===== src/rtl/four_bit_reload_sequencer_if.sv =====
// Bundle between the reload sequencer, its controller and the 4-bit loadable up-counter.
// Latency: none (wires only).
// Backpressure: none; start/stop are single-cycle requests, load/in go straight to the counter.
//
// Signals: start/stop requests, cfg_start/cfg_term/cfg_reps window setup,
// q_in counter feedback, load/in counter drive, busy/done/wraps/err status.
interface four_bit_reload_sequencer_if #(
    parameter int REP_W = 8
);
    logic             start;
    logic             stop;
    logic [3:0]       cfg_start;
    logic [3:0]       cfg_term;
    logic [REP_W-1:0] cfg_reps;
    logic [3:0]       q_in;
    logic             load;
    logic [3:0]       in;
    logic             busy;
    logic             done;
    logic [REP_W-1:0] wraps;
    logic             err;

    // The sequencer drives the counter and reports status.
    modport master (
        input  start, stop, cfg_start, cfg_term, cfg_reps, q_in,
        output load, in, busy, done, wraps, err
    );

    // Controller/counter side.
    modport slave (
        output start, stop, cfg_start, cfg_term, cfg_reps, q_in,
        input  load, in, busy, done, wraps, err
    );
endinterface


===== src/rtl/four_bit_reload_sequencer.sv =====
// Drives a 4-bit loadable counter through the window start..term (mod 16), counts periods, checks Q.
// Latency: load/busy/done/wraps/err registered (1 cycle); in is combinational from state and config.
// Backpressure: none; start is honoured only in IDLE, stop only in RUN, config is frozen during a run.
//
// Ports: clk, clear (sync active-high, shared with the counter), bus (master modport of
// four_bit_reload_sequencer_if carrying requests, config, counter feedback and status).
module four_bit_reload_sequencer #(
    parameter int REP_W = 8
) (
    input  logic                           clk,
    input  logic                           clear,
    four_bit_reload_sequencer_if.master    bus
);

    typedef enum logic {IDLE, RUN} state_t;

    state_t           state;
    logic             load_r;
    logic             busy_r;
    logic             done_r;
    logic             err_r;
    logic [REP_W-1:0] wraps_r;
    logic [REP_W-1:0] reps_r;
    logic [3:0]       start_r;
    logic [3:0]       term_r;
    logic [3:0]       exp_r;

    logic [3:0]       in_d;
    logic [3:0]       nq;
    logic [REP_W-1:0] wraps_inc;
    logic [REP_W-1:0] wraps_sat;
    logic             reps_hit;

    // While idle the counter follows the live config so it is ready at cfg_start.
    assign in_d = (state == IDLE) ? bus.cfg_start : start_r;

    // Model of what the counter will show after the coming edge.
    assign nq = load_r ? in_d : exp_r + 4'd1;

    assign wraps_inc = wraps_r + REP_W'(1);
    assign wraps_sat = (&wraps_r) ? wraps_r : wraps_inc;
    assign reps_hit  = (reps_r != '0) && (wraps_inc == reps_r);

    always_ff @(posedge clk) begin
        if (clear) begin
            state   <= IDLE;
            load_r  <= 1'b1;
            busy_r  <= 1'b0;
            done_r  <= 1'b0;
            err_r   <= 1'b0;
            wraps_r <= '0;
            reps_r  <= '0;
            start_r <= '0;
            term_r  <= '0;
            exp_r   <= '0;
        end else begin
            exp_r  <= nq;
            done_r <= 1'b0;
            case (state)
                IDLE: begin
                    if (bus.start && !bus.stop) begin
                        start_r <= bus.cfg_start;
                        term_r  <= bus.cfg_term;
                        reps_r  <= bus.cfg_reps;
                        wraps_r <= '0;
                        state   <= RUN;
                        busy_r  <= 1'b1;
                        // load is high in IDLE, so nq is cfg_start; compare with the term being captured.
                        load_r  <= (nq == bus.cfg_term);
                    end else begin
                        load_r  <= 1'b1;
                    end
                end
                RUN: begin
                    if (bus.q_in != exp_r) begin
                        err_r <= 1'b1;
                    end
                    // load high means the counter is showing term_r: a period completes on this edge.
                    if (load_r) begin
                        wraps_r <= wraps_sat;
                    end
                    if (load_r && reps_hit) begin
                        state  <= IDLE;
                        busy_r <= 1'b0;
                        done_r <= 1'b1;
                        load_r <= 1'b1;
                    end else if (bus.stop) begin
                        state  <= IDLE;
                        busy_r <= 1'b0;
                        load_r <= 1'b1;
                    end else begin
                        load_r <= (nq == term_r);
                    end
                end
                default: begin
                    state  <= IDLE;
                    load_r <= 1'b1;
                    busy_r <= 1'b0;
                end
            endcase
        end
    end

    assign bus.load  = load_r;
    assign bus.in    = in_d;
    assign bus.busy  = busy_r;
    assign bus.done  = done_r;
    assign bus.wraps = wraps_r;
    assign bus.err   = err_r;

endmodule


===== src/flat_wrapper.sv =====
// flat-port wrapper written by rule: the top's interface ports become plain ports
module four_bit_reload_sequencer_flat 
#(
    parameter int REP_W = 8
)
  (clk, clear, bus_start, bus_stop, bus_cfg_start, bus_cfg_term, bus_cfg_reps, bus_q_in, bus_load, bus_in, bus_busy, bus_done, bus_wraps, bus_err);
  four_bit_reload_sequencer_if #(.REP_W(REP_W)) bus_i ();
  input  logic clk;
  input  logic clear;
  input wire logic [$bits(bus_i.start)-1:0] bus_start;
  input wire logic [$bits(bus_i.stop)-1:0] bus_stop;
  input wire logic [$bits(bus_i.cfg_start)-1:0] bus_cfg_start;
  input wire logic [$bits(bus_i.cfg_term)-1:0] bus_cfg_term;
  input wire logic [$bits(bus_i.cfg_reps)-1:0] bus_cfg_reps;
  input wire logic [$bits(bus_i.q_in)-1:0] bus_q_in;
  output wire logic [$bits(bus_i.load)-1:0] bus_load;
  output wire logic [$bits(bus_i.in)-1:0] bus_in;
  output wire logic [$bits(bus_i.busy)-1:0] bus_busy;
  output wire logic [$bits(bus_i.done)-1:0] bus_done;
  output wire logic [$bits(bus_i.wraps)-1:0] bus_wraps;
  output wire logic [$bits(bus_i.err)-1:0] bus_err;
  assign bus_i.start = bus_start;
  assign bus_i.stop = bus_stop;
  assign bus_i.cfg_start = bus_cfg_start;
  assign bus_i.cfg_term = bus_cfg_term;
  assign bus_i.cfg_reps = bus_cfg_reps;
  assign bus_i.q_in = bus_q_in;
  assign bus_load = bus_i.load;
  assign bus_in = bus_i.in;
  assign bus_busy = bus_i.busy;
  assign bus_done = bus_i.done;
  assign bus_wraps = bus_i.wraps;
  assign bus_err = bus_i.err;
  four_bit_reload_sequencer #(.REP_W(REP_W)) u_core (.clk(clk), .clear(clear), .bus(bus_i));
endmodule

===== config.mk =====
export PLATFORM = sky130hd
export DESIGN_NAME = four_bit_reload_sequencer_flat
export DESIGN_NICKNAME = d
export VERILOG_FILES = /design/src/rtl/four_bit_reload_sequencer_if.sv /design/src/rtl/four_bit_reload_sequencer.sv /design/src/flat_wrapper.sv
export SDC_FILE = /design/constraint.sdc
export NUM_CORES = 1
export LEC_CHECK = 0
export BUFFER_PORTS_ARGS = -buffer_cell sky130_fd_sc_hd__buf_2
export CAP_MARGIN = 5
export CORE_MARGIN = 4
export CORE_UTILIZATION = 50
export DETAILED_ROUTE_END_ITERATION = 10
export PLACE_DENSITY = 0.72
export SLEW_MARGIN = 40
export SYNTH_ARGS = -nofsm -noshare
export SYNTH_HDL_FRONTEND = slang
export SYNTH_SLANG_ARGS = --single-unit

===== constraint.sdc =====
create_clock -name clk -period 2.6 [get_ports clk]
set_input_delay 0.13 -clock clk [delete_from_list [all_inputs] [get_ports clk]]
set_output_delay 0.13 -clock clk [all_outputs]
set_load 0.005 [all_outputs]

Yosys cells after proc, flatten, opt, wreduce, memory -nomap -nowiden
Index checks and enable logic that the tools add are counted.

storage, ports and cells
  register bits after elaboration = 33
  latch bits = 0
  bits in writable memories = 0
  ROM bits = 0
  bits of input ports = 24
  memories kept = 0

cells by class
  add/sub/neg operators = 2
  $mul = 0
  divide/modulo/power cells = 0
  order comparisons = 0
  equality and inequality tests = 8
  shift operators = 0
  muxes and demuxes = 19
  bitwise logic cells = 1
  reductions and logical operators = 11

operator list
  kind                                                            count
  8-bit two-way mux                                               3
  8-bit one-hot mux with 2 select lines                           1
  1-bit two-way mux                                               10
  8-bit by 1-bit adder with 8-bit output (second input constant)  1
  4-bit equality test                                             2
  8-bit equality test                                             1
  4-bit two-way mux                                               2
  8-bit AND reduction                                             1
  8-bit nonzero test                                              1
  2-bit inequality test (second input constant)                   3
  1-bit one-hot mux with 2 select lines                           3
  2-bit AND reduction                                             3
  4-bit by 1-bit adder with 4-bit output (second input constant)  1
  4-bit inequality test                                           1
  1-bit logical AND                                               3
  3-bit inequality test (second input constant)                   1
  3-bit AND reduction                                             1
  2-bit OR reduction                                              1
  1-bit zero test                                                 1
  1-bit NOT                                                       1

Logic depth before layout (Yosys ltp)
  word-level depth = 6
  gate-level depth with buffers = 8
  mapped depth without buffers = 6

Least setup slack after synthesis
OpenSTA, ideal clock, no wires.

  kind = register -> register
  from = register u_core.wraps_r[0] (netlist: u_core.bus.wraps[0])
  to = register u_core.busy_r (netlist: u_core.bus.busy)
  setup time = 119 ps
  data arrival time = 1770 ps
  required time = 2481 ps
  slack = 712 ps
  cell stages (with the launch flop) = 7
  buffers on the path = 0
  cell sequence = dfxtp_1 ha_1 nand2_1 or3_1 a22oi_1 a41oi_1 o221a_1

between the ends
  longest elaborated chain between the ends = 6
  elaborated cells on any way between the ends = 8
  those cells by class = 1 x add/sub; 2 x eq/ne; 2 x mux; 3 x reduce/logical

ends and longest elaborated chain
  what                                                                                 line                             source
  from (decl)                                                                          four_bit_reload_sequencer.sv:22  logic [REP_W-1:0] wraps_r;
  from (signal assigned)                                                               four_bit_reload_sequencer.sv:80  wraps_r <= wraps_sat;
  8-bit by 1-bit adder with 8-bit output *                                             four_bit_reload_sequencer.sv:40  assign wraps_inc = wraps_r + REP_W'(1);
  8-bit equality test *                                                                four_bit_reload_sequencer.sv:42  assign reps_hit = (reps_r != '0) && (wraps_inc == reps_r);
  1-bit logical AND *                                                                  four_bit_reload_sequencer.sv:42
  1-bit logical AND *                                                                  four_bit_reload_sequencer.sv:82  if (load_r && reps_hit) begin
  1-bit two-way mux / 3-bit inequality test (equally long branches)                    --
  1-bit one-hot mux with 2 select lines / 2-bit AND reduction (equally long branches)  --
  to (signal assigned)                                                                 four_bit_reload_sequencer.sv:48  busy_r <= 1'b0;
  to (signal assigned)                                                                 four_bit_reload_sequencer.sv:84  busy_r <= 1'b0;
  to (signal assigned)                                                                 four_bit_reload_sequencer.sv:89  busy_r <= 1'b0;
  to (decl)                                                                            four_bit_reload_sequencer.sv:19  logic busy_r;

Every way passes the cells marked *; elsewhere a longest branch is shown, timed or not.
A chain may end at the register's enable or synchronous reset.

Worst setup path in the final report
  from = register u_core.state
  to = register u_core.load_r (netlist: u_core.bus.load)

between the ends
  longest elaborated chain between the ends = 6
  elaborated cells on any way between the ends = 9
  those cells by class = 2 x eq/ne; 6 x mux; 1 x bitwise

ends and longest elaborated chain
  what                                     line                             source
  from (decl)                              four_bit_reload_sequencer.sv:17  state_t state;
  from (signal assigned)                   four_bit_reload_sequencer.sv:46  state <= IDLE;
  from (signal assigned)                   four_bit_reload_sequencer.sv:66  state <= RUN;
  from (signal assigned)                   four_bit_reload_sequencer.sv:83  state <= IDLE;
  4-bit two-way mux                        four_bit_reload_sequencer.sv:35  assign in_d = (state == IDLE) ? bus.cfg_start : start_r;
  4-bit two-way mux                        four_bit_reload_sequencer.sv:38  assign nq = load_r ? in_d : exp_r + 4'd1;
  4-bit equality test                      four_bit_reload_sequencer.sv:92  load_r <= (nq == term_r);
  1-bit two-way mux                        four_bit_reload_sequencer.sv:87  end else if (bus.stop) begin
  1-bit two-way mux                        four_bit_reload_sequencer.sv:82
  1-bit one-hot mux with 2 select lines *  four_bit_reload_sequencer.sv:59  case (state)
  to (signal assigned)                     four_bit_reload_sequencer.sv:69  load_r <= (nq == bus.cfg_term);
  to (signal assigned)                     four_bit_reload_sequencer.sv:92
  to (decl)                                four_bit_reload_sequencer.sv:18  logic load_r;

Marks and branches as above.

==> qor.yml <==
final_layout_size_suffix_gt1_share_pct: 21.6
rows: 21
synthArstFlopShare_pct: 0
synthTopCellsByArea: "sky130_fd_sc_hd__dfxtp_1 36%, sky130_fd_sc_hd__nand2_1 8.6%, sky130_fd_sc_hd__a21oi_1 6.6%, sky130_fd_sc_hd__xnor2_1 6.2%, sky130_fd_sc_hd__xor2_1 3.3%"
critical-path-slowest-cell: "sky130_fd_sc_hd__dfxtp_1"
worst_setup_path_start_kind: "flop"
power_total_uw: 1110
worst-setup-path-type: "reg2reg"
total_clock_buffers_created_by_cts: 5
routed_wire_length_per_instance_um: 13.5
cts-root-to-sink-buffers: 2
yosys_warnings: 0
largest_fanout_of_any_net_on_the_critical_path: 14
antenna_cells_inserted: 0
critical_path.cell_chain: "mux2i_1, mux2_2, a211oi_1, a41oi_1, a32oi_1"
post_synthesis_sequential_element_count: 33
p_leak_uw: 0.000874
worst_pin_slew_ns: 0.690
final_cell_mix: "42 x sky130_fd_sc_hd__nand2_1, 39 x sky130_fd_sc_hd__buf_2, 32 x sky130_fd_sc_hd__dfxtp_1"
slew_violations: 0
synth_fp_nets: 254
seq_area_frac_synth_pct: 36.1
layout-area-overhead-vs-synth_pct: 15.6
clock_sink_count: 33
floorplan.initialDensity_pct: 53.2
synth_flop_type: "sky130_fd_sc_hd__dfxtp_1"
setup_violations: 0
number_of_design_rule_violations_left_after_detail_routing: 0
synthDominantCellAreaShare_pct: 36.1
number_of_gates_resized_after_cts: 0
cts.repair_timing.setup_buffer_count: 0
die_w_um: 68.5
grt_pass1_wl_um: 6920
fmax_mhz: 475
max-slew-margin-rel_pct: 54.0
postRouteAntennaNets: 0
fin_setup_tns_ns: 0
tritoncts: "done"
port_buffers: 39
routed_wirelength_um: 4190
clock_skew_ns: 0.00956
ir_drop_v: 0.000351
die-height_um: 68.5
maxCapViolCount: 0
grt_max_degree: 30
synth_edf_count: 0
grt_antenna_before_repair: 0
end_kind: "flop"
yosysUniqueCellTypes: 47
worstHoldPathType: "in2reg"
dr_total_vias: 1649
clk-insertion-delay-late_ns: 0.29
powerDensity_nw_per_um2: 524
synth_top_cell_by_area: "sky130_fd_sc_hd__dfxtp_1"
grtUsageTotal_pct: 19.9
drt_iter0_markers: 89
count_of_tritonroute_iterations_in_the_first_routing_pass: 4
grt.overflow.total: 0
finalHoldViolCount: 0
post_synth.cell_area_avg_sq_um: 8.03
layout_worst_path_cycle_share_pct: 81.0
core_sq_um: 3440
critical_path.max_stage_delay_ns: 0.71
clock_tree.htree_level_count: 2
final.fill_count: 317
gp_congestion: 0.876
rsz0062_at_grt: "no"
routed_via_density: 5.32
final.min_clock_period_ns: 2.11
postSynthCellCount: 228
cts.reportedPaths.clkPinSlew_ns: 0.07
layout_commonest_cell: "sky130_fd_sc_hd__nand2_1"
fin_nets: 289
die_area_sq_um: 4700
floorplan.io_pins: 40
postCtsHoldBufs: 0
run_status: "finished clean"
mappedNetlistArea_sq_um: 1830
critPathArrivalTime_ns: 2.32
place_hpwl_um: 3010
first_global_vias: 1447
cp_data_required_time_ns: 2.82
clock-root-buffer: "sky130_fd_sc_hd__clkbuf_8"
[metrics by stage]
| step | cells | setup slack, ns | cell area [sq um] | hold WS (ns) | util, % |
|---|---|---|---|---|---|
| final | 310 | 0.495 | 2120 | 0.0446 | 61.5 |
| after global routing | 310 | 0.344 | 2120 | 0.0402 | 61.5 |
| after CTS | 310 | 0.501 | 2120 | 0.0353 | 61.5 |
| after detailed placement | 302 | 0.526 | 2030 | 0.350 | 59.0 |
| after global placement | 302 | 0.547 | 2030 | 0.355 | 59.0 |
| after floorplan | 228 | 0.712 | 1830 | 0.220 | - |
[worst paths after layout]
check	slack [ns]	cells past startpoint	from	to
worst max register to register	0.49	5	u_core.state	u_core.bus.load
worst min register to register	0.46	2	u_core.start_r[0]	u_core.start_r[0]
worst max-delay path	0.49	5	u_core.state	u_core.bus.load
worst min-delay path	0.04	2	bus_stop	u_core.state
[state kept, by name (all words and copies together), names as in the netlist]
name and flops:
u_core.bus.busy 1, u_core.bus.done 1, u_core.bus.err 1, u_core.bus.load 1, u_core.bus.wraps 8, u_core.exp_r 4, u_core.reps_r 8, u_core.start_r 4
u_core.state 1, u_core.term_r 4
[cell usage after synthesis, drive strengths merged, types with 2 or more instances]
master  number
nor4         2
buf          9
a211oi       3
nand4        2
mux2i        5
xnor2       13
mux2         3
xor2         7
or3          4
or2          2
a21oi       25
o211ai       5
nand3        7
a41oi        2
nor2b        2
nand2       42
o21ai        7
a31oi        2
and3         3
ha           2
dfxtp       33
nor2        16
and2         3
clkbuf       3
inv         10
[kinds of logic after synthesis]
group                      count (synthesis)  synth area share [%]
and+or+nand+nor                           88                  22.2
AOI/OAI and AO/OA                         55                  20.6
DFF                                       33                  36.1
buffers and inverters                     22                  5.40
xor gates and xnor gates                  20                  9.56
muxes                                      8                  4.78
adders and majority gates                  2                  1.37
[worst max-delay path: cells and delay by family (launching register included)]
kind,cells,cell delay (ns)
multiplexers,2,0.75
AO/OA/AOI/OAI,3,0.56
flip-flops,1,0.71
[power breakdown]
part | switching, uW | internal (uW)
registers | 27.9 | 527
clock network | 197 | 184
logic | 89.2 | 83.5
total | 314 | 795
[layout make-up]
class                      count  area [sq um]  area share, %
sequential                    33           662           31.2
inverter                      10          37.5           1.77
multi-input combinational    173          1070           50.6
timing repair buffer          40           203           9.57
clock buffer                   5          68.8           3.25
clock inverter                 3          17.5          0.827
tap                           46          57.6           2.72
[routing by layer]
metal | track usage (%) | routed length [um]
met4 | 7.20 | 59
met1 | 28.9 | 2120
met2 | 27.7 | 1780
met5 | 0 | 0
met3 | 5.51 | 229
(Power assumes the default switching activity.)
